$ cat src/rtl/dat_init_seq_if.sv
// DAT fill sequencer bus: CPU-side request/status plus the DAT SRAM write/read port.
// With DAT_INIT_VERIFY_EN defined the read-back data and error status are added.
interface dat_init_seq_if #(
    parameter int unsigned TASK_W = 12
);
    localparam int unsigned ADDR_W = TASK_W + 3;

    logic              start;
    logic              task_mode;
    logic [TASK_W-1:0] task_sel;
    logic              cpu_hold;
    logic              busy;
    logic              done;
    logic [ADDR_W-1:0] dat_addr;
    logic [15:0]       dat_wdata;
    logic              dat_we_l;
    logic              dat_we_h;
`ifdef DAT_INIT_VERIFY_EN
    logic [15:0]       dat_rdata;
    logic              err;
    logic [ADDR_W-1:0] err_addr;

    modport master (
        input  start, task_mode, task_sel, cpu_hold, dat_rdata,
        output busy, done, dat_addr, dat_wdata, dat_we_l, dat_we_h, err, err_addr
    );
    modport slave (
        output start, task_mode, task_sel, cpu_hold, dat_rdata,
        input  busy, done, dat_addr, dat_wdata, dat_we_l, dat_we_h, err, err_addr
    );
`else
    modport master (
        input  start, task_mode, task_sel, cpu_hold,
        output busy, done, dat_addr, dat_wdata, dat_we_l, dat_we_h
    );
    modport slave (
        output start, task_mode, task_sel, cpu_hold,
        input  busy, done, dat_addr, dat_wdata, dat_we_l, dat_we_h
    );
`endif
endinterface

$ cat src/rtl/dat_init_seq.sv
// Fills the DAT SRAM with identity task/slot mappings after reset or on CPU request.
// Optional macro DAT_INIT_VERIFY_EN adds a read-back check cycle after every write.
module dat_init_seq #(
    parameter bit          AUTO_INIT = 1'b1,
    parameter logic [7:0]  FILL_HI   = 8'h00,
    parameter int unsigned TASK_W    = 12
) (
    input  logic           e,
    input  logic           reset,
    dat_init_seq_if.master bus
);
    localparam int unsigned ADDR_W   = TASK_W + 3;
    localparam logic [ADDR_W-1:0] ADDR_MAX = '1;

`ifdef DAT_INIT_VERIFY_EN
    typedef enum logic [1:0] {IDLE, FILL, DONE, VERIFY} state_t;
`else
    typedef enum logic [1:0] {IDLE, FILL, DONE} state_t;
`endif

    state_t            state_q, state_d;
    logic [ADDR_W-1:0] ptr_q, ptr_d;
    logic [ADDR_W-1:0] last_q, last_d;
    logic [ADDR_W-1:0] addr_q, addr_d;
    logic [15:0]       wdata_q, wdata_d;
    logic              we_q, we_d;
    logic              busy_q, busy_d;
    logic              done_q, done_d;

`ifdef DAT_INIT_VERIFY_EN
    logic              chk_q, chk_d;
    logic              err_q, err_d;
    logic [ADDR_W-1:0] err_addr_q, err_addr_d;
    logic              mismatch_c;

    // Read-back of the previous entry is judged on the edge that ends its read cycle.
    always_comb begin
        mismatch_c = chk_q && !bus.cpu_hold && (state_q == FILL || state_q == DONE)
                     && (bus.dat_rdata != wdata_q);
    end
`endif

    // State and registered outputs; everything advances on the falling edge of e.
    always_ff @(negedge e or posedge reset) begin
        if (reset) begin
            state_q    <= AUTO_INIT ? FILL : IDLE;
            ptr_q      <= '0;
            last_q     <= ADDR_MAX;
            addr_q     <= '0;
            wdata_q    <= {FILL_HI, 8'h00};
            we_q       <= 1'b0;
            busy_q     <= AUTO_INIT;
            done_q     <= 1'b0;
`ifdef DAT_INIT_VERIFY_EN
            chk_q      <= 1'b0;
            err_q      <= 1'b0;
            err_addr_q <= '0;
`endif
        end else begin
            state_q    <= state_d;
            ptr_q      <= ptr_d;
            last_q     <= last_d;
            addr_q     <= addr_d;
            wdata_q    <= wdata_d;
            we_q       <= we_d;
            busy_q     <= busy_d;
            done_q     <= done_d;
`ifdef DAT_INIT_VERIFY_EN
            chk_q      <= chk_d;
            err_q      <= err_d;
            err_addr_q <= err_addr_d;
`endif
        end
    end

    // Next state and next output values.
    always_comb begin
        state_d = state_q;
        ptr_d   = ptr_q;
        last_d  = last_q;
        addr_d  = addr_q;
        wdata_d = wdata_q;
        we_d    = 1'b0;
        busy_d  = busy_q;
        done_d  = 1'b0;
`ifdef DAT_INIT_VERIFY_EN
        chk_d      = chk_q;
        err_d      = err_q;
        err_addr_d = err_addr_q;
        if (mismatch_c) begin
            err_d = 1'b1;
            if (!err_q) begin
                err_addr_d = addr_q;
            end
        end
`endif
        case (state_q)
            IDLE: begin
                busy_d = 1'b0;
                if (bus.start) begin
                    ptr_d   = bus.task_mode ? {bus.task_sel, 3'b000} : '0;
                    last_d  = bus.task_mode ? {bus.task_sel, 3'b111} : ADDR_MAX;
                    busy_d  = 1'b1;
                    state_d = FILL;
`ifdef DAT_INIT_VERIFY_EN
                    chk_d   = 1'b0;
                    err_d   = 1'b0;
`endif
                end
            end
            FILL: begin
                // A held cycle parks on the pending entry and retries it later.
                addr_d = ptr_q;
                if (!bus.cpu_hold) begin
                    wdata_d = {FILL_HI, 5'b0, ptr_q[2:0]};
                    we_d    = 1'b1;
`ifdef DAT_INIT_VERIFY_EN
                    chk_d   = 1'b0;
                    state_d = VERIFY;
`else
                    if (ptr_q == last_q) begin
                        state_d = DONE;
                    end else begin
                        ptr_d = ptr_q + ADDR_W'(1);
                    end
`endif
                end
            end
`ifdef DAT_INIT_VERIFY_EN
            VERIFY: begin
                if (!bus.cpu_hold) begin
                    chk_d = 1'b1;
                    if (ptr_q == last_q) begin
                        state_d = DONE;
                    end else begin
                        ptr_d   = ptr_q + ADDR_W'(1);
                        state_d = FILL;
                    end
                end
            end
`endif
            DONE: begin
                done_d  = 1'b1;
                busy_d  = 1'b0;
                state_d = IDLE;
`ifdef DAT_INIT_VERIFY_EN
                chk_d   = 1'b0;
`endif
            end
            default: begin
                state_d = IDLE;
            end
        endcase
    end

    assign bus.busy      = busy_q;
    assign bus.done      = done_q;
    assign bus.dat_addr  = addr_q;
    assign bus.dat_wdata = wdata_q;
    assign bus.dat_we_l  = we_q;
    assign bus.dat_we_h  = we_q;
`ifdef DAT_INIT_VERIFY_EN
    assign bus.err       = err_q;
    assign bus.err_addr  = err_addr_q;
`endif

endmodule

$ cat src/flat_wrapper.sv
// flat-port wrapper written by rule: the top's interface ports become plain ports
module dat_init_seq_flat 
#(
    parameter bit          AUTO_INIT = 1'b1,
    parameter logic [7:0]  FILL_HI   = 8'h00,
    parameter int unsigned TASK_W    = 12
)
  (e, reset, bus_start, bus_task_mode, bus_task_sel, bus_cpu_hold, bus_busy, bus_done, bus_dat_addr, bus_dat_wdata, bus_dat_we_l, bus_dat_we_h);
  dat_init_seq_if #(.TASK_W(TASK_W)) bus_i ();
  input  logic e;
  input  logic reset;
  input wire logic [$bits(bus_i.start)-1:0] bus_start;
  input wire logic [$bits(bus_i.task_mode)-1:0] bus_task_mode;
  input wire logic [$bits(bus_i.task_sel)-1:0] bus_task_sel;
  input wire logic [$bits(bus_i.cpu_hold)-1:0] bus_cpu_hold;
  output wire logic [$bits(bus_i.busy)-1:0] bus_busy;
  output wire logic [$bits(bus_i.done)-1:0] bus_done;
  output wire logic [$bits(bus_i.dat_addr)-1:0] bus_dat_addr;
  output wire logic [$bits(bus_i.dat_wdata)-1:0] bus_dat_wdata;
  output wire logic [$bits(bus_i.dat_we_l)-1:0] bus_dat_we_l;
  output wire logic [$bits(bus_i.dat_we_h)-1:0] bus_dat_we_h;
  assign bus_i.start = bus_start;
  assign bus_i.task_mode = bus_task_mode;
  assign bus_i.task_sel = bus_task_sel;
  assign bus_i.cpu_hold = bus_cpu_hold;
  assign bus_busy = bus_i.busy;
  assign bus_done = bus_i.done;
  assign bus_dat_addr = bus_i.dat_addr;
  assign bus_dat_wdata = bus_i.dat_wdata;
  assign bus_dat_we_l = bus_i.dat_we_l;
  assign bus_dat_we_h = bus_i.dat_we_h;
  dat_init_seq #(.AUTO_INIT(AUTO_INIT), .FILL_HI(FILL_HI), .TASK_W(TASK_W)) u_core (.e(e), .reset(reset), .bus(bus_i));
endmodule
$ cat config.mk
export PLATFORM = sky130hd
export DESIGN_NAME = dat_init_seq_flat
export DESIGN_NICKNAME = d
export VERILOG_FILES = /design/src/rtl/dat_init_seq_if.sv /design/src/rtl/dat_init_seq.sv /design/src/flat_wrapper.sv
export SDC_FILE = /design/constraint.sdc
export NUM_CORES = 1
export LEC_CHECK = 0
export BUFFER_PORTS_ARGS = -buffer_cell sky130_fd_sc_hd__buf_2
export CAP_MARGIN = 20
export CORE_ASPECT_RATIO = 0.5
export CORE_UTILIZATION = 55
export CTS_BUF_LIST = sky130_fd_sc_hd__clkbuf_16
export CTS_CLUSTER_DIAMETER = 150
export DETAILED_ROUTE_END_ITERATION = 6
export PLACE_DENSITY = 0.79
export SLEW_MARGIN = 0
export SYNTH_ARGS = -nofsm -noshare
export SYNTH_HDL_FRONTEND = slang
export SYNTH_SLANG_ARGS = --single-unit
$ cat constraint.sdc
create_clock -name e -period 4.8 [get_ports e]
set_clock_uncertainty 0.05 [all_clocks]
set_input_delay 0 -clock e [delete_from_list [all_inputs] [get_ports e]]
set_output_delay 0 -clock e [all_outputs]
set_load 0.05 [all_outputs]
==> qor.yml, run 1 <==
status: "completed"
die_w_um: 101.2
yosysTopAreaCell: "dfrtn_1"
ir_worst_vdd_uv: 273.2
ys_types: 45
setup-tns-final_ns: 0
coreArea_mm2: 0.004552
cp_max_fo: 14
port_buffers: 38
crit_arrival_ns: 1.33
hold_ws_ns: 0.3680
clock-sinks: 50
grt_pass1_wl_um: 10210
grt_pass1_vias: 2021
r2r_slack_ns: 2.19
ant_nets: 0
synth_xor_area_share_pct: 4.161
post_cts_buffers: 0
rsz0062_at_grt: "no"
row_count: 17
grt_max_degree: 51
synth_area_leaders: "dfrtn_1 (33%), dfstp_2 (14%), nand2_1 (7.5%)"
synth_most_common_cell: "nand2_1"
syn_to_final_growth_pct: 12.44
min_path_type: "reg -> reg"
crit_type: "in -> reg"
antenna_found_initial: 0
place_ws_ns: 0.8699
syn_inst: 293
synthFlopType: "dfrtn_1"
fp.dieH_um: 51.60
synth-adder-area-share_pct: 0.4623
hold_viol_final: 0
diodes: 0
rr_endpoint: "u_core.ptr_q[14]"
layout.nets: 352
reg2regPathDepth: 6
dieArea_mm2: 0.005222
setup_slack_ns: 1.162
drive_gt1_share_pct: 25.07
h-tree-depth: 2
ys_seq_area_share_pct: 46.88
vias: 2250
viasPerCell: 5.611
crit_slowest_cell: "or2_1"
drv_cap: 0
syn_avg_cell_area_um2: 9.237
yosysWarnings: 0
r2r_start: "u_core.ptr_q[0]"
crit_path_max_incr_delay_ns: 0.42
finalSetupViolCount: 0
yosys_register_bits: 50
synth_compound_area_share_pct: 16.92
power.density_mw_per_mm2: 552.7
numCtsBuffers: 5
syn-cell-area_mm2: 0.002706
synthArstFlopShare_pct: 100.0
clockBufferDepth: 2
clkTransAtPathRegs_ns: 0.05
drv_slew: 0
synth_mux_area_share_pct: 2.450
routed_wl_um: 6124
synth_common_cells: "nand2_1 (54), dfrtn_1 (36), a31oi_1 (28)"
clock_latency_ns: 0.37
worstHoldPathCells: 2
seq_area_mm2: 0.001269
initial_utilization_pct: 59.46
ios: 52
track_usage_pct: 25.98
grt.overflow.total: 0
utilization_pct: 66.85
dr.pass1.iters: 5
postCtsHoldBufs: 0
cp-start-kind: "input pin"
wl_per_cell_um: 15.27
endpoint_kind: "flip-flop"
p_leak_nw: 1.479
cts_tree: "done"
multi_input_area_mm2: 0.001201
dp_hpwl_um: 4270
synth_simple_gate_area_share_pct: 18.59
required_ns: 2.49
nFillCells: 373
crit_chain: "buf_2 > nor2_2 > or2_1 > and2_4 > a31oi_2"
gp_congestion: 0.8412
cts_resized: 0
endpoint: "u_core.ptr_q[11]"
root_buffer: "clkbuf_16"
synth_top_family_by_area: "simple AND/OR/NAND/NOR gates"
synth_top_area_share_pct: 33.29
drtIter0Drc: 224
cp-startpoint: "bus_cpu_hold"
synth_edf_count: 0
drc: 0
==> through the flow <==
step	power [mW]	cell area, um2	std cells
2_1_floorplan	1.169	2751	305
3_3_place_gp	1.287	2833	379
3_5_place_dp	1.310	2833	379
4_1_cts	1.680	3023	400
5_1_grt	1.780	3043	401
6_report	1.682	3043	401
==> layer usage <==
| metal | vias to the layer above | part of all wire, % | track usage [%] |
|---|---|---|---|
| met4 | 0 | 1.2 | 4.831 |
| met5 | - | 0 | 0 |
| met3 | 11 | 12 | 5.914 |
| li1 | 1069 | - | - |
| met1 | 1023 | 47 | 40.85 |
| met2 | 147 | 40 | 36.17 |
==> how the worst min path moves through the flow <==
stage,slack (ns),end,from
after floorplan,0.40,u_core.bus.dat_addr[10],u_core.ptr_q[10]
after global placement,0.36,u_core.bus.dat_addr[12],u_core.bus.dat_addr[12]
after detailed placement,0.37,u_core.bus.dat_addr[12],u_core.bus.dat_addr[12]
after CTS,0.37,u_core.bus.dat_addr[12],u_core.bus.dat_addr[12]
after global routing,0.39,u_core.bus.dat_addr[3],u_core.bus.dat_addr[3]
final,0.37,u_core.bus.dat_addr[12],u_core.bus.dat_addr[12]
==> placed cells by master (no fill, tap or decap), drive strengths merged, types with 12 or more instances in the layout <==
master	instances
dfstp	14
nor2	16
nand3	13
conb	13
nand2	54
inv	32
a31oi	33
buf	42
o21ai	15
dfrtn	36
xor2	12
==> layout make-up <==
class	instances	share of cell area [%]
flip-flops and latches	50	41.69
multi-input cells	204	39.47
repair buffers	42	7.648
clock buffers	5	4.112
well taps	66	2.714
clock inverters	17	2.262
inverters	17	2.097
==> critical path, delay by kind of cell <==
family | cells | cell delay [ns]
AO/OA/AOI/OAI | 1 | 0.12
buffers and inverters | 1 | 0.13
AND/OR/NAND/NOR | 3 | 1.07
==> logic make-up (layout without fill, tap and decap cells) <==
family,Yosys count,count (layout)
flip-flops,50,50
AND/OR/NAND/NOR,107,107
buffers and inverters,51,81
AO/OA/AOI/OAI,66,66
adder cells (fa/ha/maj),1,1
multiplexers,5,5
other,1,13
XOR/XNOR,12,12
==> flip-flops by register name, indices dropped and copies added, names as in the netlist <==
name	flops
u_core.ptr_q	15
u_core.bus.done	1
u_core.bus.dat_addr	15
u_core.bus.busy	1
u_core.state_q	2
u_core.last_q	12
u_core.bus.dat_we_h	1
u_core.bus.dat_wdata	3
==> power by group <==
part / switching, mW / leakage [nW] / internal (mW) / total, mW
Sequential: 0.143 / 0.576 / 0.560 / 0.703
Clock: 0.179 / 0.146 / 0.206 / 0.386
Combinational: 0.420 / 0.757 / 0.173 / 0.593
Total: 0.742 / 1.48 / 0.940 / 1.68
Power figures use the tool's default switching activity.
==> inputs of run 2 (changes only) <==
clock period = 3.75 ns   (was 4.8 ns; I/O delays follow)
==> qor.yml, run 2 (synthesized netlist as in run 1, its figures left out) <==
status: "completed"
ios: 52  # unchanged
crit_chain: "buf_2"
final_common_cell: "nand2_1"
placed_area_mm2: 0.002855  # +0.79%
syn_to_final_growth_pct: 12.53  # about the same
setup-tns-final_ns: 0  # unchanged
drv_cap: 0  # unchanged
r2r_start: "u_core.ptr_q[0]"
nFillCells: 366  # -1.9%
ant_nets: 0  # unchanged
whs_endpoint: "u_core.bus.dat_addr[10]"
vias: 2251  # +0.044%
rr_endpoint: "u_core.ptr_q[14]"
clock-sinks: 50  # unchanged
swShare_pct: 44.09  # about the same
diodes: 0  # unchanged
reg2regPathDepth: 6  # unchanged
fp.dieH_um: 51.60  # unchanged
wl_per_cell_um: 15.10  # -1.1%
worstHoldPathCells: 2  # unchanged
drtIter0Drc: 228  # +1.8%
highest-signal-layer: "met4"
power.density_mw_per_mm2: 706.8  # +28%
stdcell_count: 403  # +0.50%
port_buffers: 38  # unchanged
h-tree-depth: 2  # unchanged
multi_input_area_mm2: 0.001201  # unchanged
routed_wl_um: 6086  # -0.62%
dr.pass1.iters: 5  # unchanged
p_total_mw: 2.152  # +28%
initial_utilization_pct: 59.46  # unchanged
cts_resized: 0  # unchanged
post_cts_buffers: 0  # unchanged
hold_viol_final: 0  # unchanged
grt_pass1_wl_um: 9942  # -2.6%
antenna_found_initial: 0  # unchanged
seq_area_mm2: 0.001269  # unchanged
grt_pass1_vias: 1923  # -4.8%
m1WireLength_um: 3019  # +4.5%
path_delay_family: "flip-flops"
crit_slowest_cell: "dfstp_2"
clkTransAtPathRegs_ns: 0.05  # about the same
ir_worst_vdd_uv: 318.2  # +16%
rsz0062_at_grt: "no"
power_frac_clock_pct: 23.2  # +0.3 points
drc: 0  # unchanged
p_comb_share_pct: 35.3  # about the same
hold_ws_ns: 0.3641  # -0.003897 ns
hold_start: "u_core.bus.dat_addr[10]"
wl_met3_um: 588  # -20%
min_path_type: "reg -> reg"
die_w_um: 101.2  # unchanged
clockBufferDepth: 2  # unchanged
crit_arrival_ns: 3.02  # +1.69 ns
seqPwrFrac_pct: 41.6  # -0.2 points
cp-start-kind: "flip-flop"
crit_path_max_incr_delay_ns: 0.52  # +0.10 ns
cp_max_fo: 2  # -12
track_usage_pct: 25.55  # -0.43 points
dieArea_mm2: 0.005222  # unchanged
dp_hpwl_um: 4196  # -1.7%
p_leak_nw: 1.483  # +0.23%
root_buffer: "clkbuf_16"
numCtsBuffers: 5  # unchanged
crit_buf_inv: 1  # unchanged
drive_gt1_share_pct: 25.82  # +0.74 points
p_int_mw: 1.203  # +28%
drv_slew: 0  # unchanged
cts_tree: "done"
crit_type: "reg -> out"
required_ns: 3.70  # +1.21 ns
viasPerCell: 5.586  # -0.45%
coreArea_mm2: 0.004552  # unchanged
clock_latency_ns: 0.37  # about the same
grt_max_degree: 38  # -25%
wl_met2_um: 2439  # +0.41%
postCtsHoldBufs: 0  # unchanged
layout.nets: 354  # +0.57%
endpoint_kind: "primary output"
row_count: 17  # unchanged
finalSetupViolCount: 0  # unchanged
stdcell_area_mm2: 0.003045  # about the same
grt.overflow.total: 0  # unchanged
final_cell_mix: "nand2_1 (54), buf_2 (38), dfrtn_1 (36)"
r2r_slack_ns: 1.17  # -1.02 ns
place_inst: 382  # +0.79%
gp_congestion: 0.8433  # +0.25%
p_switching_mw: 0.9491  # +28%
==> run 2: layout make-up <==
class | instances | share of cell area [%]
sequential | 50 | 41.66
multi-input combinational | 204 | 39.44
timing repair buffer | 44 | 7.724
clock buffer | 5 | 4.108
tap | 66 | 2.712
clock inverter | 17 | 2.260
inverter | 17 | 2.095
==> run 2: how the worst max path moves through the flow <==
stage / start / endpoint / slack (ns) / cells after the start
after floorplan: bus_start / u_core.ptr_q[11] / 0.71 / 6
after global placement: bus_cpu_hold / u_core.ptr_q[7] / 0.55 / 6
after detailed placement: bus_cpu_hold / u_core.ptr_q[11] / 0.48 / 6
after CTS: u_core.bus.busy / bus_busy / 0.68 / 1
after global routing: u_core.bus.busy / bus_busy / 0.64 / 1
final: u_core.bus.busy / bus_busy / 0.68 / 1
==> run 2: through the flow <==
stage	setup WS (ns)	utilization, %
after floorplan	0.7093	-
after global placement	0.5522	62.73
after detailed placement	0.4803	62.73
after CTS	0.6782	66.90
after global routing	0.6439	66.90
final	0.6826	66.90
==> run 2: power groups by stage <==
| stage | Sequential (mW) | Combinational [mW] | Clock [mW] |
|---|---|---|---|
| after floorplan | 1.09 | 0.378 | 0.0245 |
| after global placement | 0.889 | 0.735 | 0.0245 |
| after detailed placement | 0.895 | 0.750 | 0.0245 |
| after CTS | 0.888 | 0.758 | 0.501 |
| after global routing | 0.918 | 0.825 | 0.540 |
| final | 0.894 | 0.759 | 0.499 |
==> run 2: layer usage <==
metal	global-route usage (%)	vias up
met5	0	-
met4	6.280	0
met3	6.183	4
met2	34.35	123
met1	40.35	1053
li1	-	1071
==> inputs of run 3 (changes only) <==
ABC_AREA = 1   (was not set)
clock period = 3 ns   (was 3.75 ns; I/O delays follow)
==> qor.yml, run 3 <==
met3_usage_pct: 11.07  # +4.9 points
synthArstFlopShare_pct: 100.0  # unchanged
coreArea_mm2: 0.004637  # +1.9%
final_common_cell: "nand2_1"
clkTransAtPathRegs_ns: 0.05  # about the same
crit_arrival_ns: 2.65  # -0.37 ns
drive_gt1_share_pct: 19.04  # -6.8 points
top_usage_layer: "met1"
viasPerCell: 5.371  # -3.9%
crit_buf_inv: 1  # unchanged
place_inst: 481  # +26%
rsz0062_at_grt: "no"
nFillCells: 403  # +10%
h-tree-depth: 2  # unchanged
path_delay_family: "flip-flops"
crit_chain: "buf_2"
grt_pass1_wl_um: 11510  # +16%
ys_seq_area_share_pct: 45.21  # -1.7 points
drc: 0  # unchanged
ys_types: 27  # -40%
postCtsHoldBufs: 0  # unchanged
required_ns: 2.95  # -0.75 ns
synth_top_area_share_pct: 32.10  # -1.2 points
grt_max_degree: 30  # -21%
routed_wl_um: 7269  # +19%
p_switching_mw: 1.327  # +40%
cts_resized: 0  # unchanged
drtIter0Drc: 273  # +20%
clockBufferDepth: 2  # unchanged
clock-sinks: 50  # unchanged
grt.overflow.total: 0  # unchanged
port_buffers: 38  # unchanged
numCtsBuffers: 5  # unchanged
grt_util_met2_pct: 41.89  # +7.5 points
track_usage_pct: 29.70  # +4.2 points
synthFlopType: "dfrtn_1"
utilization_pct: 69.48  # +2.6 points
p_int_mw: 1.641  # +36%
seq_area_mm2: 0.001269  # unchanged
finalSetupViolCount: 0  # unchanged
final_cell_mix: "nand2_1 (112), nor2_1 (55), nand3_1 (46)"
yosysTopAreaCell: "dfrtn_1"
ios: 52  # unchanged
antenna_found_initial: 0  # unchanged
swShare_pct: 44.70  # +0.61 points
setup-tns-final_ns: 0  # unchanged
endpoint_kind: "primary output"
gp_congestion: 0.8939  # +6.0%
ant_nets: 0  # unchanged
place_ws_ns: 0.3136  # -0.1666 ns
cp-start-kind: "flip-flop"
relSlewSlack_pct: 57.52
synth_most_common_cell: "nand2_1"
post_cts_buffers: 0  # unchanged
power_frac_clock_pct: 24.4  # +1.2 points
drv_cap: 0  # unchanged
ir_worst_vdd_uv: 451.7  # +42%
initial_utilization_pct: 60.52  # +1.1 points
synth_edf_count: 0  # unchanged
dp_hpwl_um: 5512  # +31%
worst_slew_pin_slew_ns: 0.6349
p_comb_share_pct: 36.9  # +1.6 points
die_w_um: 103.0  # +1.8%
setup_slack_ns: 0.3008  # -0.3818 ns
root_buffer: "clkbuf_16"
min_path_type: "reg -> reg"
grt_pass1_vias: 2321  # +21%
clock_latency_ns: 0.37  # about the same
layout.nets: 453  # +28%
row_count: 17  # unchanged
p_leak_nw: 1.707  # +15%
seqPwrFrac_pct: 38.6  # -3.0 points
syn_inst: 385  # +31%
yosysWarnings: 0  # unchanged
yosys_register_bits: 50  # unchanged
cts_tree: "done"
syn_to_final_growth_pct: 14.80
crit_type: "reg -> out"
fp.dieH_um: 52.51  # +1.8%
synth_common_cells: "nand2_1 (112), nor2_1 (55), nand3_1 (46)"
grt_util_met1_pct: 43.31  # +3.0 points
wl_per_cell_um: 14.48  # -4.1%
dieArea_mm2: 0.005410  # +3.6%
drv_slew: 0  # unchanged
crit_path_max_incr_delay_ns: 0.52  # about the same
dr.pass1.iters: 5  # unchanged
crit_slowest_cell: "dfstp_2"
syn_avg_cell_area_um2: 7.289  # -21%
cp_max_fo: 2  # unchanged
synth_area_leaders: "dfrtn_1 (32%), nand2_1 (15%), dfstp_2 (13%)"
power.density_mw_per_mm2: 921.2  # +30%
syn-cell-area_mm2: 0.002806  # +3.7%
status: "completed"
stdcell_count: 502  # +25%
multi_input_area_mm2: 0.001282  # +6.8%
vias: 2696  # +20%
hold_viol_final: 0  # unchanged
diodes: 0  # unchanged
## run 3: cells by family (layout without fill, tap and decap cells)
group | count (synthesis) | count (layout) | share of synthesized area [%]
and+or+nand+nor | 242 | 242 | 37.54
buffers and inverters | 61 | 100 | 10.70
adders and majority gates | 1 | 1 | 0.4458
other | 1 | 13 | 0.1336
xor gates and xnor gates | 2 | 2 | 0.6243
DFF | 50 | 50 | 45.21
AOI/OAI and AO/OA | 28 | 28 | 5.350
## run 3: path summary, 6_finish.rpt
| kind | startpoint | endpoint | slack, ns | depth (start not counted) |
|---|---|---|---|---|
| min in group asynchronous | reset | u_core.bus.dat_addr[11] | 1.11 | 2 |
| max in group asynchronous | reset | u_core.bus.dat_addr[13] | 1.17 | 3 |
| min reg2reg | u_core.bus.dat_wdata[1] | u_core.bus.dat_wdata[1] | 0.38 | 2 |
| max reg2reg | u_core.ptr_q[1] | u_core.ptr_q[5] | 1.02 | 10 |
| min | u_core.bus.dat_wdata[1] | u_core.bus.dat_wdata[1] | 0.38 | 2 |
| max | u_core.bus.busy | bus_busy | 0.30 | 1 |
## run 3: metrics by stage
stage	instance area, um2	power [mW]	hold slack (ns)
finish	3222	2.968	0.3796
global placement	3004	2.231	0.3657
floorplan	2851	1.993	0.3537
detailed placement	3004	2.262	0.3785
global route	3222	3.146	0.4045
CTS	3222	2.957	0.3801
## run 3: final cells by class
class                   count  area share (%)
repair buffers             45           7.534
inverters                  33           3.845
well taps                  66           2.563
clock inverters            17           2.990
clock buffers               5           3.883
flip-flops and latches     50           39.38
multi-input cells         286           39.81
## run 3: routing by layer
metal  share of wire (%)  vias to the layer above
li1                    -                     1298
met1                  45                     1214
met2                  40                      173
met3                  14                       11
met4                0.99                        0
met5                   0                        -
## run 3: power groups by stage
stage	clock network (mW)	registers, mW	logic, mW
2_1_floorplan	0.0307	1.41	0.552
3_3_place_gp	0.0307	1.13	1.07
3_5_place_dp	0.0307	1.14	1.09
4_1_cts	0.729	1.14	1.09
5_1_grt	0.766	1.17	1.21
6_report	0.725	1.15	1.10
